<file path="config.mk">
export PLATFORM = sky130hd
export DESIGN_NAME = rom_burst_reader
export DESIGN_NICKNAME = d
export VERILOG_FILES = /design/src/rtl/rom_burst_reader.sv
export SDC_FILE = /design/constraint.sdc
export NUM_CORES = 1
export LEC_CHECK = 0
export BUFFER_PORTS_ARGS = -buffer_cell sky130_fd_sc_hd__buf_2
export CAP_MARGIN = 20
export CORE_MARGIN = 3
export CORE_UTILIZATION = 50
export DETAILED_ROUTE_END_ITERATION = 12
export PLACE_DENSITY_LB_ADDON = 0.3
export SLEW_MARGIN = 20
export SYNTH_ARGS = -nofsm -noshare
export SYNTH_HDL_FRONTEND = slang
export SYNTH_SLANG_ARGS = --single-unit
</file>
<file path="constraint.sdc">
create_clock -name clk -period 4.1 [get_ports clk]
set_input_delay 0.615 -clock clk [delete_from_list [all_inputs] [get_ports clk]]
set_output_delay 0.615 -clock clk [all_outputs]
set_load 0.1 [all_outputs]
</file>
<file path="src/rtl/rom_burst_reader.sv">
// -----------------------------------------------------------------------------
// rom_burst_reader
//
// Bus master that sits directly in front of the byte-wide ROM memory system
// (legal window MAP_LO..MAP_HI-1). A start command launches a burst of byte
// reads at addresses start_addr, start_addr+ADDR_STEP, ... For every byte the
// block drives the address, pulls the proper lane strobe low for
// WAIT_STATES+1 cycles, captures the returned byte on the final strobe edge
// and offers it downstream on a valid/ready stream.
//
// Lane rule: Address[6] == 0 selects the upper lane (UDS),
//            Address[6] == 1 selects the lower lane (LDS).
//
// Ports
//   clk         system clock, everything on the rising edge
//   rst         synchronous active-high reset
//   start       burst request, only looked at while idle
//   start_addr  first byte address (12 bits)
//   byte_count  number of bytes in the burst (0..255)
//   abort       terminates a burst in progress (error pulse, no done)
//   busy        high whenever the engine is not idle
//   done        one-cycle pulse on normal completion (also for byte_count=0)
//   error       one-cycle pulse on range fault or abort
//   Address     bus address to the memory system
//   UDS / LDS   active-low lane strobes, never low together
//   Data        byte returned by the memory system
//   out_data    captured byte
//   out_valid   out_data is valid
//   out_ready   downstream accepts out_data
//   out_last    marks the final byte of the burst (qualified by out_valid)
// -----------------------------------------------------------------------------
module rom_burst_reader #(
    parameter int          WAIT_STATES = 2,
    parameter int          ADDR_STEP   = 2,
    parameter logic [11:0] MAP_LO      = 12'h400,
    parameter logic [11:0] MAP_HI      = 12'h500
) (
    input  logic        clk,
    input  logic        rst,
    input  logic        start,
    input  logic [11:0] start_addr,
    input  logic [7:0]  byte_count,
    input  logic        abort,
    output logic        busy,
    output logic        done,
    output logic        error,
    output logic [11:0] Address,
    output logic        UDS,
    output logic        LDS,
    input  logic [7:0]  Data,
    output logic [7:0]  out_data,
    output logic        out_valid,
    input  logic        out_ready,
    output logic        out_last
);

    // Width of the wait-state counter; at least one bit even for zero waits.
    localparam int WCW = (WAIT_STATES > 0) ? $clog2(WAIT_STATES + 1) : 1;
    localparam logic [WCW-1:0] WAIT_LAST = WCW'(WAIT_STATES);

    typedef enum logic [1:0] {
        IDLE   = 2'd0,
        SETUP  = 2'd1,
        STROBE = 2'd2,
        OUTPUT = 2'd3
    } state_t;

    state_t          state_reg;
    logic [11:0]     addr_reg;
    logic [7:0]      remaining_reg;
    logic [WCW-1:0]  wait_cnt_reg;
    logic            uds_reg;
    logic            lds_reg;
    logic [7:0]      out_data_reg;
    logic            out_valid_reg;
    logic            out_last_reg;
    logic            done_reg;
    logic            error_reg;

    // -------------------------------------------------------------------------
    // Range check of the requested burst. The last address is formed 13 bits
    // wide so a burst that runs past 0xFFF shows up as >= MAP_HI instead of
    // wrapping back into the window. Only meaningful when byte_count != 0,
    // which is tested first in IDLE.
    // -------------------------------------------------------------------------
    logic [12:0] last_addr;
    logic        range_fault;

    always_comb begin
        last_addr   = {1'b0, start_addr}
                    + (13'(byte_count - 8'd1) * 13'(ADDR_STEP));
        range_fault = (start_addr < MAP_LO) || (last_addr >= {1'b0, MAP_HI});
    end

    // Handshake on the output stream.
    logic out_fire;
    assign out_fire = out_valid_reg && out_ready;

    // -------------------------------------------------------------------------
    // Main sequencer. All outputs are registers updated here.
    // -------------------------------------------------------------------------
    always_ff @(posedge clk) begin
        if (rst) begin
            state_reg     <= IDLE;
            addr_reg      <= 12'h000;
            remaining_reg <= 8'd0;
            wait_cnt_reg  <= '0;
            uds_reg       <= 1'b1;
            lds_reg       <= 1'b1;
            out_data_reg  <= 8'h00;
            out_valid_reg <= 1'b0;
            out_last_reg  <= 1'b0;
            done_reg      <= 1'b0;
            error_reg     <= 1'b0;
        end else begin
            // Status outputs are single-cycle pulses.
            done_reg  <= 1'b0;
            error_reg <= 1'b0;

            if (abort && (state_reg != IDLE)) begin
                // Abort beats everything else, including a final handshake
                // landing on the same edge: strobes released, stream emptied.
                state_reg     <= IDLE;
                uds_reg       <= 1'b1;
                lds_reg       <= 1'b1;
                out_valid_reg <= 1'b0;
                out_last_reg  <= 1'b0;
                wait_cnt_reg  <= '0;
                error_reg     <= 1'b1;
            end else begin
                case (state_reg)
                    IDLE: begin
                        // abort together with start cancels the request
                        // silently.
                        if (start && !abort) begin
                            if (byte_count == 8'd0) begin
                                done_reg <= 1'b1;
                            end else if (range_fault) begin
                                error_reg <= 1'b1;
                            end else begin
                                addr_reg      <= start_addr;
                                remaining_reg <= byte_count;
                                state_reg     <= SETUP;
                            end
                        end
                    end

                    SETUP: begin
                        // Address has been stable for one cycle; open the
                        // lane matching address bit 6.
                        wait_cnt_reg <= '0;
                        uds_reg      <= addr_reg[6];
                        lds_reg      <= ~addr_reg[6];
                        state_reg    <= STROBE;
                    end

                    STROBE: begin
                        if (wait_cnt_reg == WAIT_LAST) begin
                            // Last strobe cycle: memory data is valid now.
                            out_data_reg  <= Data;
                            out_valid_reg <= 1'b1;
                            out_last_reg  <= (remaining_reg == 8'd1);
                            uds_reg       <= 1'b1;
                            lds_reg       <= 1'b1;
                            wait_cnt_reg  <= '0;
                            state_reg     <= OUTPUT;
                        end else begin
                            wait_cnt_reg <= wait_cnt_reg + 1'b1;
                        end
                    end

                    OUTPUT: begin
                        // Byte and address stay frozen until accepted.
                        if (out_fire) begin
                            out_valid_reg <= 1'b0;
                            out_last_reg  <= 1'b0;
                            remaining_reg <= remaining_reg - 8'd1;
                            if (remaining_reg > 8'd1) begin
                                addr_reg  <= addr_reg + 12'(ADDR_STEP);
                                state_reg <= SETUP;
                            end else begin
                                done_reg  <= 1'b1;
                                state_reg <= IDLE;
                            end
                        end
                    end

                    default: begin
                        state_reg <= IDLE;
                    end
                endcase
            end
        end
    end

    // -------------------------------------------------------------------------
    // Output mapping
    // -------------------------------------------------------------------------
    assign busy      = (state_reg != IDLE);
    assign done      = done_reg;
    assign error     = error_reg;
    assign Address   = addr_reg;
    assign UDS       = uds_reg;
    assign LDS       = lds_reg;
    assign out_data  = out_data_reg;
    assign out_valid = out_valid_reg;
    assign out_last  = out_last_reg;

endmodule

</file>
== Word level (Yosys, flattened, before mapping) ==
Index checks and enable logic that the tools add are counted.

* Register bits after elaboration: 38
* Bits in latches: 0
* Memory bits (writable): 0
* Bits in read-only memories: 0
* Input port bits: 33
* Output and inout bits: 27
* Memories: 0

* $add $sub $neg: 5
* Multiply operators: 0
* Div/mod/pow operators: 0
* $lt $le $gt $ge: 3
* Equality and inequality tests: 11
* Shift operators: 0
* Mux-type cells: 37
* Bitwise logic cells: 2
* Reduce and logical (&&, ||, !) cells: 18

{| class="wikitable"
|+ Operators with widths
! cell !! count
|-
| $mux W12 || 5
|-
| $mux W8 || 4
|-
| $pmux W12 S2 || 1
|-
| $pmux W8 S2 || 1
|-
| $add A12 B13 Y13 || 1
|-
| $ge A13 B11 Y1 const B || 1
|-
| $mux W1 || 13
|-
| $add A12 B2 Y12 const B || 1
|-
| $lt A12 B11 Y1 const B || 1
|-
| $mux W2 || 6
|-
| $ne A2 B2 Y1 const B || 6
|-
| $pmux W1 S2 || 5
|-
| $sub A8 B1 Y9 const B || 1
|-
| $eq A8 B1 Y1 const B || 1
|-
| $gt A8 B1 Y1 const B || 1
|-
| $logic_not A8 Y1 || 1
|-
| $pmux W2 S4 || 1
|-
| $reduce_bool A2 Y1 || 4
|-
| $sub A8 B1 Y8 const B || 1
|-
| $reduce_and A7 Y1 || 1
|-
| $eq A2 B2 Y1 const B || 3
|-
| $reduce_and A3 Y1 || 2
|-
| $reduce_and A6 Y1 || 1
|-
| $reduce_and A5 Y1 || 1
|-
| other kinds (10) || 13
|}

== Logic depth before layout (Yosys ltp) ==
* Depth after elaboration: 9
* Depth in mapped cells: 14

== Least setup slack after synthesis ==
Ideal clock, no wire load.

* Path type: input port to flip-flop
* Start: input port byte_count[5]
* End: register remaining_reg[6]
* Setup time: 133 ps
* Arrival time: 3188 ps
* Data required time: 3967 ps
* Path slack: 778 ps
* Stages on the path: 12
* Buffers on the path: 3
* Cell sequence: nor4_4 and3_1 ha_1 buf_2 or3_1 a31oi_1 a2111oi_4 a2111o_1 buf_6 buf_6 a22oi_2 o32ai_1

* Cells in the longest elaborated chain, start to end: 6

{| class="wikitable"
|+ RTL lines
! element !! line !! source
|-
| start: declaration || 42 || <nowiki>input logic [7:0] byte_count,</nowiki>
|-
| $sub A8 B1 Y9 || 91 || <nowiki>+ (13'(byte_count - 8'd1) * 13'(ADDR_STEP));</nowiki>
|-
| $add A12 B13 Y13 || 91 ||
|-
| $ge A13 B11 Y1 || 92 || <nowiki>range_fault = (start_addr < MAP_LO) || (last_addr >= {1'b0, MAP_HI});</nowiki>
|-
| $logic_or A1 B1 Y1 || 92 ||
|-
| $ne A2 B2 Y1 (no source line) || -- ||
|-
| $reduce_and A6 Y1 (no source line) (*) || -- ||
|-
| end signal: assignment || 142 || <nowiki>remaining_reg <= byte_count;</nowiki>
|-
| end signal: assignment || 177 || <nowiki>remaining_reg <= remaining_reg - 8'd1;</nowiki>
|-
| end: declaration || 70 || <nowiki>logic [7:0] remaining_reg;</nowiki>
|}

Every way passes the cells marked *; elsewhere a longest branch is shown, timed or not.
A chain may end at the register's enable or synchronous reset.

== Worst setup path in the final report ==
* Start: input port byte_count[5]
* End: register remaining_reg[0]

Same word-level chain as after synthesis.

==> flow_summary.ini <==
[run_status]
status = complete, no violations

[detailed_routing]
route.vias.total = 2827
postRouteAntennaNets = 0
drt_iter0_drc = 186
routed_wl_um = 7450
routedWlPerCell_um = 15.8
viasPerCell = 5.99
remaining_drc_errors = 0
first_pass_iters = 7

[synth]
synth_edf_count = 0
async_reset_ff_share_pct = 0
syn_avg_cell_area_um2 = 8.11
synth_cell_types = 60
synth_xor_xnor_area_share_pct = 2.18
synthMuxAreaShare_pct = 5.07
ys.flop_type = dfxtp_1
yosys_warnings = 0
syn_area_mm2 = 0.00281
synth-compound-area-share_pct = 29.1
yosysSeqAreaShare_pct = 27.0
syn_inst = 347
synth_fa_ha_area_share_pct = 9.60
synthesis.nets = 401
synth_top_family_by_area = compound AO/OA/AOI/OAI gates
synth-seq-cells = 38
synth-simple-area-share_pct = 21.5

[timing]
setup_viol = 0
tns_ns = 0
rsz0062_at_grt = false
slew_viol_final = 0
max_freq_mhz = 278
hold_violations = 0
period_needed_ns = 3.60
worst_slew_pin_slew_ns = 0.788
fin_crit_sh_pct = 87.8
clock_skew_ns = 0.00473
slew_headroom_pct = 47.3

[min_path]
min_delay_path_depth = 2
hp-class = flip-flop to flip-flop

[placed_design]
hpwl_um = 5590
dpl.cell_count = 464
port_buffers = 59
gp_congestion = 0.900

[layout]
area_growth_pct = 17.0
final_util_pct = 62.5
fill_cells = 505
final_nets = 455
drive_gt1_share_pct = 22.1
stdcell_count = 472
largest_reg_flops = 12
layout_commonest_cell = buf_2
layout_common_cells = 59 x buf_2, 38 x dfxtp_1, 37 x nand2_1
diodes = 0

[clock_network]
cts_sinks = 38
cts_root_buffer = clkbuf_8
cts_tree = built
post_cts_buffers = 0
cts.clk_slew.worst_paths_ns = 0.07
cts_resized = 0
insertion_delay_ns = 0.30
ctsHoldBuffers = 0
ctsLongestPathBuffers = 2
htreeDepth = 2
cts_buffers = 5

[setup_path]
worstSetupStartpointType = primary input
worst-path-max-fanout = 19
cp_cell_sequence = buf_2 -> nor4_4 -> and3_1 -> ha_1 -> o211a_1 -> and3_4 -> a2111oi_4 -> a2111o_1 -> a22oi_1 -> o221a_2
crit_path_end_kind = flip-flop
path_delay_family = compound AO/OA/AOI/OAI gates
required_ns = 4.29
cp.depth = 10
crit_arrival_ns = 3.79
worstSetupPathType = primary input to flip-flop
reg2reg_depth = 8
worst_path_max_delay_cell = a2111o_1
crit_buf_inv = 1
slowest_delay_ns = 0.64

[global_routing]
grt_util_met3_pct = 5.54
use_met2_pct = 38.5
grt_pass1_wl_um = 12600
use_met1_pct = 32.8
first_global_vias = 2613
track_usage_pct = 24.3
grt_max_degree = 41
antenna_found_initial = 0
gr-max-usage-layer = met2
grt-ovfl-total = 0

[power]
power_density_mw_per_mm2 = 356
p_leak_nw = 1.44
vdd_drop_max_mv = 0.256

[floorplanning]
dieHeight_um = 81.0
initial_utilization_pct = 53.4
ios = 60
core-area_mm2 = 0.00527
die_x_um = 81.0
die_area_mm2 = 0.00656
row_count = 26

[flow_run]
maxCapViolCount = 0
==> cell families after synthesis <==
family / Yosys count
compound gates: 107
fa+ha+maj: 21
buf+inv: 36
flops: 38
mux: 14
xor+xnor: 7
simple gates: 124
==> where the power goes <==
group          switching [W]  internal, W
logic               0.000260     0.000119
registers          0.0000203     0.000389
clock network       0.000141     0.000244
total               0.000422     0.000751
==> final cells by class <==
type	instances	area (um^2)	share of cell area (%)
well taps	70	87.6	2.66
clock inverters	3	68.8	2.09
multi-input cells	273	1900	57.7
inverters	18	67.6	2.05
flip-flops and latches	38	761	23.1
clock buffers	5	68.8	2.09
repair buffers	65	340	10.3
==> through the flow <==
stage | area (um^2) | worst slack [ns] | power (W) | hold WS, ns
after floorplan | 2810 | 0.778 | 0.000702 | 0.449
after global placement | 3160 | 0.249 | 0.000788 | 0.465
after detailed placement | 3160 | 0.226 | 0.000792 | 0.468
after CTS | 3290 | 0.531 | 0.00118 | 0.479
after global routing | 3290 | 0.256 | 0.00123 | 0.503
final | 3290 | 0.499 | 0.00117 | 0.479
==> routing by layer <==
| layer | part of all wire (%) | vias to the layer above | routed length (um) |
|---|---|---|---|
| met3 | 6.3 | 13 | 472 |
| li1 | - | 1403 | - |
| met1 | 45 | 1309 | 3360 |
| met2 | 47 | 102 | 3470 |
| met4 | 1.9 | 0 | 143 |
| met5 | 0 | - | 0 |
==> worst reg2reg max path, delay by kind of cell (launching register included) <==
| family | cells | cell delay (ns) |
|---|---|---|
| flip-flops | 1 | 0.41 |
| adder cells (fa/ha/maj) | 1 | 0.34 |
| AND/OR/NAND/NOR | 2 | 0.44 |
| buffers and inverters | 1 | 0.11 |
| AO/OA/AOI/OAI | 4 | 1.50 |
==> worst paths after layout <==
check	startpoint	to	slack (ns)
setup / recovery	byte_count[5]	remaining_reg[0]	0.50
hold / removal	remaining_reg[6]	remaining_reg[6]	0.48
setup reg to reg	state_reg[0]	Address[5]	1.17
hold reg to reg	remaining_reg[6]	remaining_reg[6]	0.48
==> synth_stat cells (3+ instances only) <==
cell | number | share of area, %
and3_1 | 11 | 2.4
o22ai_1 | 4 | 0.89
a22oi_1 | 9 | 2.4
nand3_1 | 7 | 1.2
xor2_1 | 3 | 0.93
a41oi_1 | 3 | 0.93
clkbuf_1 | 12 | 1.6
o21ai_1 | 5 | 0.89
a211oi_1 | 8 | 2.1
xnor2_1 | 4 | 1.2
nor3_1 | 9 | 1.6
o21ai_0 | 5 | 0.89
ha_1 | 20 | 8.9
o32ai_1 | 15 | 4.7
buf_2 | 3 | 0.53
inv_1 | 17 | 2.3
dfxtp_1 | 38 | 27
nor2_1 | 35 | 4.7
nand4_1 | 3 | 0.67
nand2b_1 | 6 | 1.3
nand2_1 | 37 | 4.9
o211ai_1 | 3 | 0.80
a21oi_1 | 29 | 5.2
mux2i_1 | 12 | 4.3
No activity file was read; power rests on OpenSTA's default activity.
